$ cat src/rtl/ps2_pkg.sv
// Shared types and constants for the PS/2 host transmitter and its line conditioning.
// Holds the transmitter state encoding, the error codes and the frame length.
package ps2_pkg;

    typedef enum logic [2:0] {
        IDLE,
        INHIBIT,
        RTS,
        SEND,
        ACK,
        WAIT_IDLE,
        DONE,
        ERR
    } ps2State_t;

    localparam logic [1:0] ERR_NONE    = 2'b00;
    localparam logic [1:0] ERR_NOACK   = 2'b01;
    localparam logic [1:0] ERR_TIMEOUT = 2'b10;

    // Bits the host drives after the start bit: 8 data, parity, stop.
    localparam int FRAME_BITS = 10;

    function automatic logic oddParity(input logic [7:0] d);
        return ~^d;
    endfunction

endpackage

$ cat src/rtl/ps2_line_sync.sv
// Two-flop synchronizers for the raw PS/2 clock/data pads plus a registered
// falling-edge pulse on the clock; pad-to-pulse latency is three iClk cycles.
module ps2_line_sync (
    input  logic iClk,
    input  logic iReset_n,
    input  logic iPs2_Clk,
    input  logic iPs2_Data,
    output logic oClkSync,
    output logic oDataSync,
    output logic oFallPulse
);

    logic [1:0] clkMeta;
    logic [1:0] dataMeta;
    logic       clkDly;

    // Reset to the idle-high line level so release from reset never fakes an edge.
    always_ff @(posedge iClk or negedge iReset_n) begin
        if (!iReset_n) begin
            clkMeta    <= 2'b11;
            dataMeta   <= 2'b11;
            clkDly     <= 1'b1;
            oFallPulse <= 1'b0;
        end else begin
            clkMeta    <= {clkMeta[0], iPs2_Clk};
            dataMeta   <= {dataMeta[0], iPs2_Data};
            clkDly     <= clkMeta[1];
            oFallPulse <= clkDly & ~clkMeta[1];
        end
    end

    assign oClkSync  = clkMeta[1];
    assign oDataSync = dataMeta[1];

endmodule

$ cat src/rtl/ps2_host_tx.sv
// PS/2 host-to-device command transmitter driving open-drain clock/data enables.
// Define PS2_TX_RETRY_EN to retry failed frames up to MAX_RETRIES times before reporting.
module ps2_host_tx
    import ps2_pkg::*;
#(
    parameter int INHIBIT_CYCLES = 12000,
    parameter int SETUP_CYCLES   = 500,
    parameter int TIMEOUT_CYCLES = 1500000,
    parameter int MAX_RETRIES    = 2
) (
    input  logic       iClk,
    input  logic       iReset_n,
    input  logic       iStart,
    input  logic [7:0] iData,
    input  logic       iPs2_Clk,
    input  logic       iPs2_Data,
    output logic       oPs2_Clk_Oe,
    output logic       oPs2_Data_Oe,
    output logic       oBusy,
    output logic       oDone,
    output logic       oError,
    output logic [1:0] oErrCode
);

    localparam int TMR_W = $clog2(INHIBIT_CYCLES > SETUP_CYCLES ? INHIBIT_CYCLES : SETUP_CYCLES);
    localparam int WD_W  = $clog2(TIMEOUT_CYCLES);
    localparam logic [TMR_W-1:0] INHIBIT_LOAD = TMR_W'(INHIBIT_CYCLES - 1);
    localparam logic [TMR_W-1:0] SETUP_LOAD   = TMR_W'(SETUP_CYCLES - 1);
    localparam logic [WD_W-1:0]  WD_LOAD      = WD_W'(TIMEOUT_CYCLES - 1);
    localparam logic [3:0]       LAST_IDX     = 4'(FRAME_BITS - 1);

    logic clkSync, dataSync, fallPulse;

    ps2_line_sync uLineSync (
        .iClk      (iClk),
        .iReset_n  (iReset_n),
        .iPs2_Clk  (iPs2_Clk),
        .iPs2_Data (iPs2_Data),
        .oClkSync  (clkSync),
        .oDataSync (dataSync),
        .oFallPulse(fallPulse)
    );

    ps2State_t        state, stateNext;
    logic [TMR_W-1:0] timer, timerNext;
    logic [WD_W-1:0]  wdog, wdogNext;
    logic [3:0]       bitIdx, bitIdxNext;
    logic [8:0]       txFrame, txFrameNext;
    logic             dataOe, dataOeNext;
    logic [1:0]       errCode, errCodeNext;
    logic             fail;
    logic [1:0]       failCode;
    logic             wdExpired;
    logic [FRAME_BITS-1:0] frameBits;

`ifdef PS2_TX_RETRY_EN
    localparam int RETRY_W = $clog2(MAX_RETRIES + 1);
    logic [RETRY_W-1:0] retryCnt, retryNext;

    always_ff @(posedge iClk or negedge iReset_n) begin
        if (!iReset_n) retryCnt <= '0;
        else           retryCnt <= retryNext;
    end
`endif

    assign frameBits = {1'b1, txFrame};
    assign wdExpired = (wdog == '0);

    always_ff @(posedge iClk or negedge iReset_n) begin
        if (!iReset_n) begin
            state   <= IDLE;
            timer   <= '0;
            wdog    <= '0;
            bitIdx  <= '0;
            txFrame <= '0;
            dataOe  <= 1'b0;
            errCode <= ERR_NONE;
        end else begin
            state   <= stateNext;
            timer   <= timerNext;
            wdog    <= wdogNext;
            bitIdx  <= bitIdxNext;
            txFrame <= txFrameNext;
            dataOe  <= dataOeNext;
            errCode <= errCodeNext;
        end
    end

    always_comb begin
        stateNext   = state;
        timerNext   = timer;
        wdogNext    = wdog;
        bitIdxNext  = bitIdx;
        txFrameNext = txFrame;
        dataOeNext  = dataOe;
        errCodeNext = errCode;
        fail        = 1'b0;
        failCode    = ERR_NONE;
`ifdef PS2_TX_RETRY_EN
        retryNext   = retryCnt;
`endif

        if (state inside {SEND, ACK, WAIT_IDLE})
            wdogNext = fallPulse ? WD_LOAD : wdog - WD_W'(1);

        unique case (state)
            IDLE: begin
                if (iStart) begin
                    txFrameNext = {oddParity(iData), iData};
                    errCodeNext = ERR_NONE;
                    timerNext   = INHIBIT_LOAD;
                    dataOeNext  = 1'b0;
                    stateNext   = INHIBIT;
`ifdef PS2_TX_RETRY_EN
                    retryNext   = '0;
`endif
                end
            end
            INHIBIT: begin
                if (timer == '0) begin
                    timerNext  = SETUP_LOAD;
                    dataOeNext = 1'b1;
                    stateNext  = RTS;
                end else begin
                    timerNext = timer - TMR_W'(1);
                end
            end
            RTS: begin
                if (timer == '0) begin
                    wdogNext   = WD_LOAD;
                    bitIdxNext = '0;
                    stateNext  = SEND;
                end else begin
                    timerNext = timer - TMR_W'(1);
                end
            end
            SEND: begin
                if (wdExpired) begin
                    fail     = 1'b1;
                    failCode = ERR_TIMEOUT;
                end else if (fallPulse) begin
                    dataOeNext = ~frameBits[bitIdx];
                    bitIdxNext = bitIdx + 4'd1;
                    if (bitIdx == LAST_IDX) stateNext = ACK;
                end
            end
            ACK: begin
                if (wdExpired) begin
                    fail     = 1'b1;
                    failCode = ERR_TIMEOUT;
                end else if (fallPulse) begin
                    if (dataSync) begin
                        fail     = 1'b1;
                        failCode = ERR_NOACK;
                    end else begin
                        stateNext = WAIT_IDLE;
                    end
                end
            end
            WAIT_IDLE: begin
                if (wdExpired) begin
                    fail     = 1'b1;
                    failCode = ERR_TIMEOUT;
                end else if (clkSync && dataSync) begin
                    stateNext = DONE;
                end
            end
            DONE:    stateNext = IDLE;
            ERR:     stateNext = IDLE;
            default: stateNext = IDLE;
        endcase

        if (fail) begin
            dataOeNext = 1'b0;
`ifdef PS2_TX_RETRY_EN
            if (retryCnt < RETRY_W'(MAX_RETRIES)) begin
                retryNext = retryCnt + RETRY_W'(1);
                timerNext = INHIBIT_LOAD;
                stateNext = INHIBIT;
            end else
`endif
            begin
                errCodeNext = failCode;
                stateNext   = ERR;
            end
        end
    end

    assign oPs2_Clk_Oe  = (state == INHIBIT) || (state == RTS);
    assign oPs2_Data_Oe = dataOe;
    assign oBusy        = state inside {INHIBIT, RTS, SEND, ACK, WAIT_IDLE};
    assign oDone        = (state == DONE);
    assign oError       = (state == ERR);
    assign oErrCode     = errCode;

endmodule

$ cat config.mk
export PLATFORM = sky130hd
export DESIGN_NAME = ps2_host_tx
export DESIGN_NICKNAME = d
export VERILOG_FILES = /design/src/rtl/ps2_pkg.sv /design/src/rtl/ps2_line_sync.sv /design/src/rtl/ps2_host_tx.sv
export SDC_FILE = /design/constraint.sdc
export NUM_CORES = 1
export LEC_CHECK = 0
export CAP_MARGIN = 20
export CORE_ASPECT_RATIO = 2
export CORE_UTILIZATION = 35
export DETAILED_ROUTE_END_ITERATION = 8
export DONT_BUFFER_PORTS = 1
export MAX_ROUTING_LAYER = met4
export SYNTH_ARGS = -nofsm -noshare
export SYNTH_HDL_FRONTEND = slang
export SYNTH_SLANG_ARGS = --single-unit
$ cat constraint.sdc
create_clock -name iClk -period 5 [get_ports iClk]
set_clock_uncertainty 0.05 [all_clocks]
set_input_delay 1 -clock iClk [delete_from_list [all_inputs] [get_ports iClk]]
set_output_delay 1 -clock iClk [all_outputs]
set_load 0.05 [all_outputs]
### Word-level counts from Yosys, hierarchy flattened

Cells that the tools add are included.

| storage, ports and cells | value |
|---|---|
| flip-flop bits (word level) | 60 |
| bits of input ports | 13 |
| output and inout bits | 7 |
| word-level logic and storage cells | 109 |

| cells by class | value |
|---|---|
| $add $sub $neg | 3 |
| magnitude comparators | 1 |
| equality and inequality tests | 24 |
| muxes and demuxes | 46 |
| bitwise operators | 3 |
| reductions and logical operators | 21 |

Operators with widths:

| kind | number |
|---|---|
| 21-bit 2-to-1 mux | 4 |
| 14-bit 2-to-1 mux | 3 |
| 14-bit one-hot mux with 3 select lines | 1 |
| 3-bit 2-to-1 mux | 12 |
| 3-bit inequality test, second input constant | 8 |
| 21-bit zero test | 1 |
| 3-bit one-hot mux with 7 select lines | 1 |
| 21-bit by 1-bit subtractor with 21-bit output, second input constant | 1 |
| 14-bit zero test | 1 |
| 14-bit by 1-bit subtractor with 14-bit output, second input constant | 1 |
| 3-bit equality test, second input constant | 4 |
| 1-bit 2-to-1 mux | 12 |
| 4-bit 2-to-1 mux | 3 |
| 11-bit AND reduction | 1 |
| 2-bit 2-to-1 mux | 5 |
| 3-bit by 2-bit inequality test with 1-bit output, second input constant | 3 |
| 2-bit inequality test, second input constant | 4 |
| 4-bit one-hot mux with 2 select lines | 1 |
| 8-bit XNOR reduction | 1 |
| 3-bit by 2-bit equality test with 1-bit output, second input constant | 2 |
| 2-bit nonzero test | 3 |
| 3-bit nonzero test | 2 |
| 4-bit by 5-bit less-than comparator with 1-bit output, second input constant | 1 |
| 5-bit AND reduction | 1 |
| other kinds (19) | 22 |

### Longest topological paths before layout

| depth | value |
|---|---|
| word-level depth | 7 |
| mapped depth | 10 |
| gate-level depth less buffers | 8 |

### Cells and area by module

From an unflattened synthesis, not the netlist that was laid out.

| unflattened totals | value |
|---|---|
| cell total of the unflattened synthesis | 363 |
| area, all modules | 3395.8 um2 |

By module, submodules not included:

| module | times used | cells each | area an instance (um2) | sequential area each (um2) |
|---|---|---|---|---|
| ps2_host_tx | 1 | 356 | 3225.6 | 1351.3 |
| ps2_line_sync | 1 | 7 | 170.2 | 156.4 |

### Worst setup path before layout

Ideal clock, no wire load.

| timing path | value |
|---|---|
| path type | flip-flop to output port |
| start point | reg state[1] |
| end point | out oDone |
| arrival | 1.522 ns |
| required time | 3.950 ns |
| path slack | 2.428 ns |
| stages on the path, launching flop included | 5 |
| path buffers | 2 |
| cells stage by stage | dfrtp_1 clkbuf_1 clkbuf_1 nand2_1 nor2_1 |

| on the way | value |
|---|---|
| longest elaborated chain between the ends | 1 |

Ends and longest elaborated chain:

| item | RTL line | RTL |
|---|---|---|
| start, declared | ps2_host_tx.sv:44 | `ps2State_t state, stateNext;` |
| start signal, assigned | ps2_host_tx.sv:79 | `state <= stateNext;` |
| 3-bit equality test | ps2_host_tx.sv:192 | `assign oDone = (state == DONE);` |
| end, declared | ps2_host_tx.sv:20 | `output logic oDone,` |

Every way passes these cells.

### Final worst setup path

| timing path | value |
|---|---|
| start point | reg state[0] |
| end point | out oPs2_Clk_Oe |

| on the way | value |
|---|---|
| longest elaborated chain between the ends | 2 |
| elaborated cells on any way between the ends | 3 |
| those cells by class | eq/ne: 2; reduce/logical: 1 |

Ends and longest elaborated chain:

| item | RTL line | RTL |
|---|---|---|
| 3-bit by 1-bit equality test with 1-bit output / 3-bit by 2-bit equality test with 1-bit output (equally long branches) | ps2_host_tx.sv:189 | `assign oPs2_Clk_Oe = (state == INHIBIT) \|\| (state == RTS);` |
| 1-bit logical OR (*) | ps2_host_tx.sv:189 |  |
| end, declared | ps2_host_tx.sv:17 | `output logic oPs2_Clk_Oe,` |

Every way passes the cells marked *; elsewhere a longest branch is shown, timed or not.

==> key figures <==
Run status
  • Status: complete, no violations

Hold path
  • WHS Endpoint: uLineSync.clkMeta[1]$_DFF_PN1_
  • HP Start: uLineSync.clkMeta[0]$_DFF_PN1_
  • WHS Path Cells: 0
  • HP Class: flip-flop to flip-flop

Layout
  • Final nets: 367
  • Final std cells w/o fill: 456
  • Ant. Diodes: 0
  • Fill cells: 903
  • Area growth syn-to-layout: 10.8%
  • Layout cell share with drive strength beyond 1: 9.32%
  • Final Core Density: 39.8%
  • Fin area: 0.00356 mm2

Drt
  • Routed WL: 7450 um
  • Vias: 2552
  • DR WL/cell: 16.3 um
  • Routed Antenna Nets: 0
  • Drt first pass iters: 4
  • Post-DR vias/cell: 5.60
  • # DRC: 0
  • Initial DRC count: 179

Logic synthesis
  • Adder-Cell Fraction of Synth Area: 1.95%
  • Synth top cells by count: nand2_1 (63), dfrtp_1 (55), nor2_1 (26)
  • Cells after synthesis: 351
  • Synth cell types: 53
  • Top-area cell type share of the netlist area: 42.8%
  • Dominant synthesized flop cell: dfrtp_1
  • Seq/Total Area, Yosys: 46.9%
  • Largest family of logic cells by synthesized area: simple AND/OR/NAND/NOR gates
  • Syn avg cell area: 9.16 um2
  • Post-synthesis mux area share: 2.02%
  • Simple-Gate Fraction of Synth Area: 25.7%
  • Main area contributors after synthesis: dfrtp_1 (43%), nand2_1 (7.4%), xnor2_1 (5.2%), dfstp_2 (4.1%), o21ai_0 (3.4%)
  • XOR/XNOR Fraction of Synth Area: 7.63%
  • Area leader, netlist: dfrtp_1
  • Top-count cell post-synth: nand2_1
  • Syn_nets: 369
  • Synth Area in Compound Gates: 13.3%
  • Post-Syn Area: 0.00322 mm2
  • Yosys reg bits: 60
  • Syn. warnings: 0
  • Async set or reset register ratio after synthesis: 100%
  • Number of flops mapped to enable cells by yosys: 0

Global routing
  • Remaining global-route overflow: 0
  • GRT Total Usage: 17.3%
  • Largest net degree at the start of global routing: 61
  • First-pass GRT wire length: 12400 um
  • Vias in the first global route: 2617
  • Initial antenna violation count: 0

Flow run
  • Max Cap Viol: 0

Die
  • Die X: 69.8 um
  • Core region area: 0.00895 mm2
  • Row cnt: 49
  • DIE AREA: 0.00960 mm2
  • Chip height: 138 um
  • Starting density of the core: 35.9%
  • IO Count: 20

CTS
  • Clk Tree Root Cell: clkbuf_16
  • CTS Buffer Depth: 2
  • Clk slew on worst S/H paths: 0.05 ns
  • Skew-Pair Late Insertion Delay: 0.33 ns
  • CTS tree: yes
  • Num CTS Buffers: 9
  • H-Tree Depth: 3
  • Post-CTS Setup Inserts: 0
  • CTS resizes: 0
  • CTS Sinks: 60
  • Hold_buf cts: 0

Power and ir drop
  • Lkg Pwr: 1.41 nW
  • Power Density: 579 mW/mm2
  • Final Power: 2.06 mW
  • Max VDD drop: 0.215 mV

STA
  • Final setup viols: 0
  • Endpoints failing hold: 0
  • Setup TNS Final: 0 ns
  • Tmin final: 3.04 ns
  • Tcrit/Tclk final: 60.9%
  • Slew Limit Fails: 0
  • Peak Freq: 0.328 GHz
  • RSZ-0062 raised after global routing: no
  • Worst rel slew slack: 39.1%
  • Worst Tran Pin Value: 0.911 ns

Setup path
  • Startpoint Class: flip-flop
  • Critical path class: flip-flop to primary output
  • Arrival time of the worst setup path: 1.99 ns
  • Worst Setup End Kind: primary output
  • Flop2flop setup slack: 2.22 ns
  • Worst r2r src: timer[0]$_DFFE_PN0P_
  • Crit Path Max Fanout: 17
  • Reg2reg end: state[0]$_DFFE_PN0P_
  • Reg2reg path depth: 8
  • Required @ worst endpoint: 3.95 ns

Placed design
  • Dpl cells: 439
  • Post-Place Cell Area: 0.00329 mm2
  • Port buffer count: 0
  • Final HPWL DP: 5320 um
  • GP Congestion: 0.867
## layout make-up
cell class | instances | area (um2) | area share [%]
Clock buffer | 11 | 233 | 6.53
Clock inverter | 5 | 30.0 | 0.843
Inverter | 6 | 22.5 | 0.632
Tap cell | 102 | 128 | 3.58
Sequential cell | 60 | 1510 | 42.3
Timing Repair Buffer | 2 | 15.0 | 0.421
Multi-Input combinational cell | 270 | 1630 | 45.7
## cells in the final DEF (no fill, tap or decap), drive strengths merged, types with 5 or more instances in the layout
master and count:
xor2 9, nand3 7, and3 5, ha 5, nor2 26, nor2b 8
dfstp 5, nand2 63, a21oi 14, dfrtp 55, inv 5, nand2b 10
o21ai 24, nor3 13, clkbuf 11, xnor2 19, nor4 12, a31oi 7
## metal layers
metal	up-vias	routed length (um)	share of wire, %	GRT usage (%)
met3	20	265	3.6	4.02
met5	-	0	0	-
met4	0	255	3.4	9.89
met1	1261	2900	39	17.1
li1	1224	-	-	-
met2	47	4030	54	30.7
## how the worst max path moves through the flow
stage                         start                    to
2_1_floorplan  state[1]$_DFFE_PN0P_                 oDone
3_3_place_gp   state[0]$_DFFE_PN0P_           oPs2_Clk_Oe
3_5_place_dp   timer[0]$_DFFE_PN0P_  state[0]$_DFFE_PN0P_
4_1_cts        state[0]$_DFFE_PN0P_           oPs2_Clk_Oe
5_1_grt        state[0]$_DFFE_PN0P_           oPs2_Clk_Oe
6_report       state[0]$_DFFE_PN0P_           oPs2_Clk_Oe
## flip-flops by register name, summed over array words and instances, names as in the netlist, 2 cells and up
register,flops
wdog,21
timer,14
txFrame,9
bitIdx,4
state,3
oErrCode,2
uLineSync.clkMeta,2
uLineSync.dataMeta,2
## metrics by stage
stage | worst slack [ns] | hold WS, ns
final | 1.96 | 0.304
after global routing | 1.80 | 0.297
after floorplan | 2.43 | 0.295
after detailed placement | 2.29 | 0.298
after CTS | 1.98 | 0.299
after global placement | 2.39 | 0.296
## kinds of logic (layout without fill, tap and decap cells)
family / count (synthesis) / count (layout)
AND/OR/NAND/NOR: 167 / 167
AO/OA/AOI/OAI: 66 / 66
flip-flops: 60 / 60
XOR/XNOR: 28 / 28
buffers and inverters: 21 / 24
adder cells (fa/ha/maj): 5 / 5
multiplexers: 4 / 4
## power by group
group / internal, mW / total [mW] / leakage, nW / switching [mW]
sequential: 0.632 / 0.826 / 0.684 / 0.194
combinational: 0.260 / 0.687 / 0.600 / 0.427
clock: 0.332 / 0.551 / 0.125 / 0.219
total: 1.22 / 2.06 / 1.41 / 0.840
## worst max-delay path: stages (launching register included)
cell      delay, ns
dfrtp_1        0.64
xor2_1         0.19
nand2b_1       0.26
clkinv_1       0.57
(Power assumes the default switching activity.)
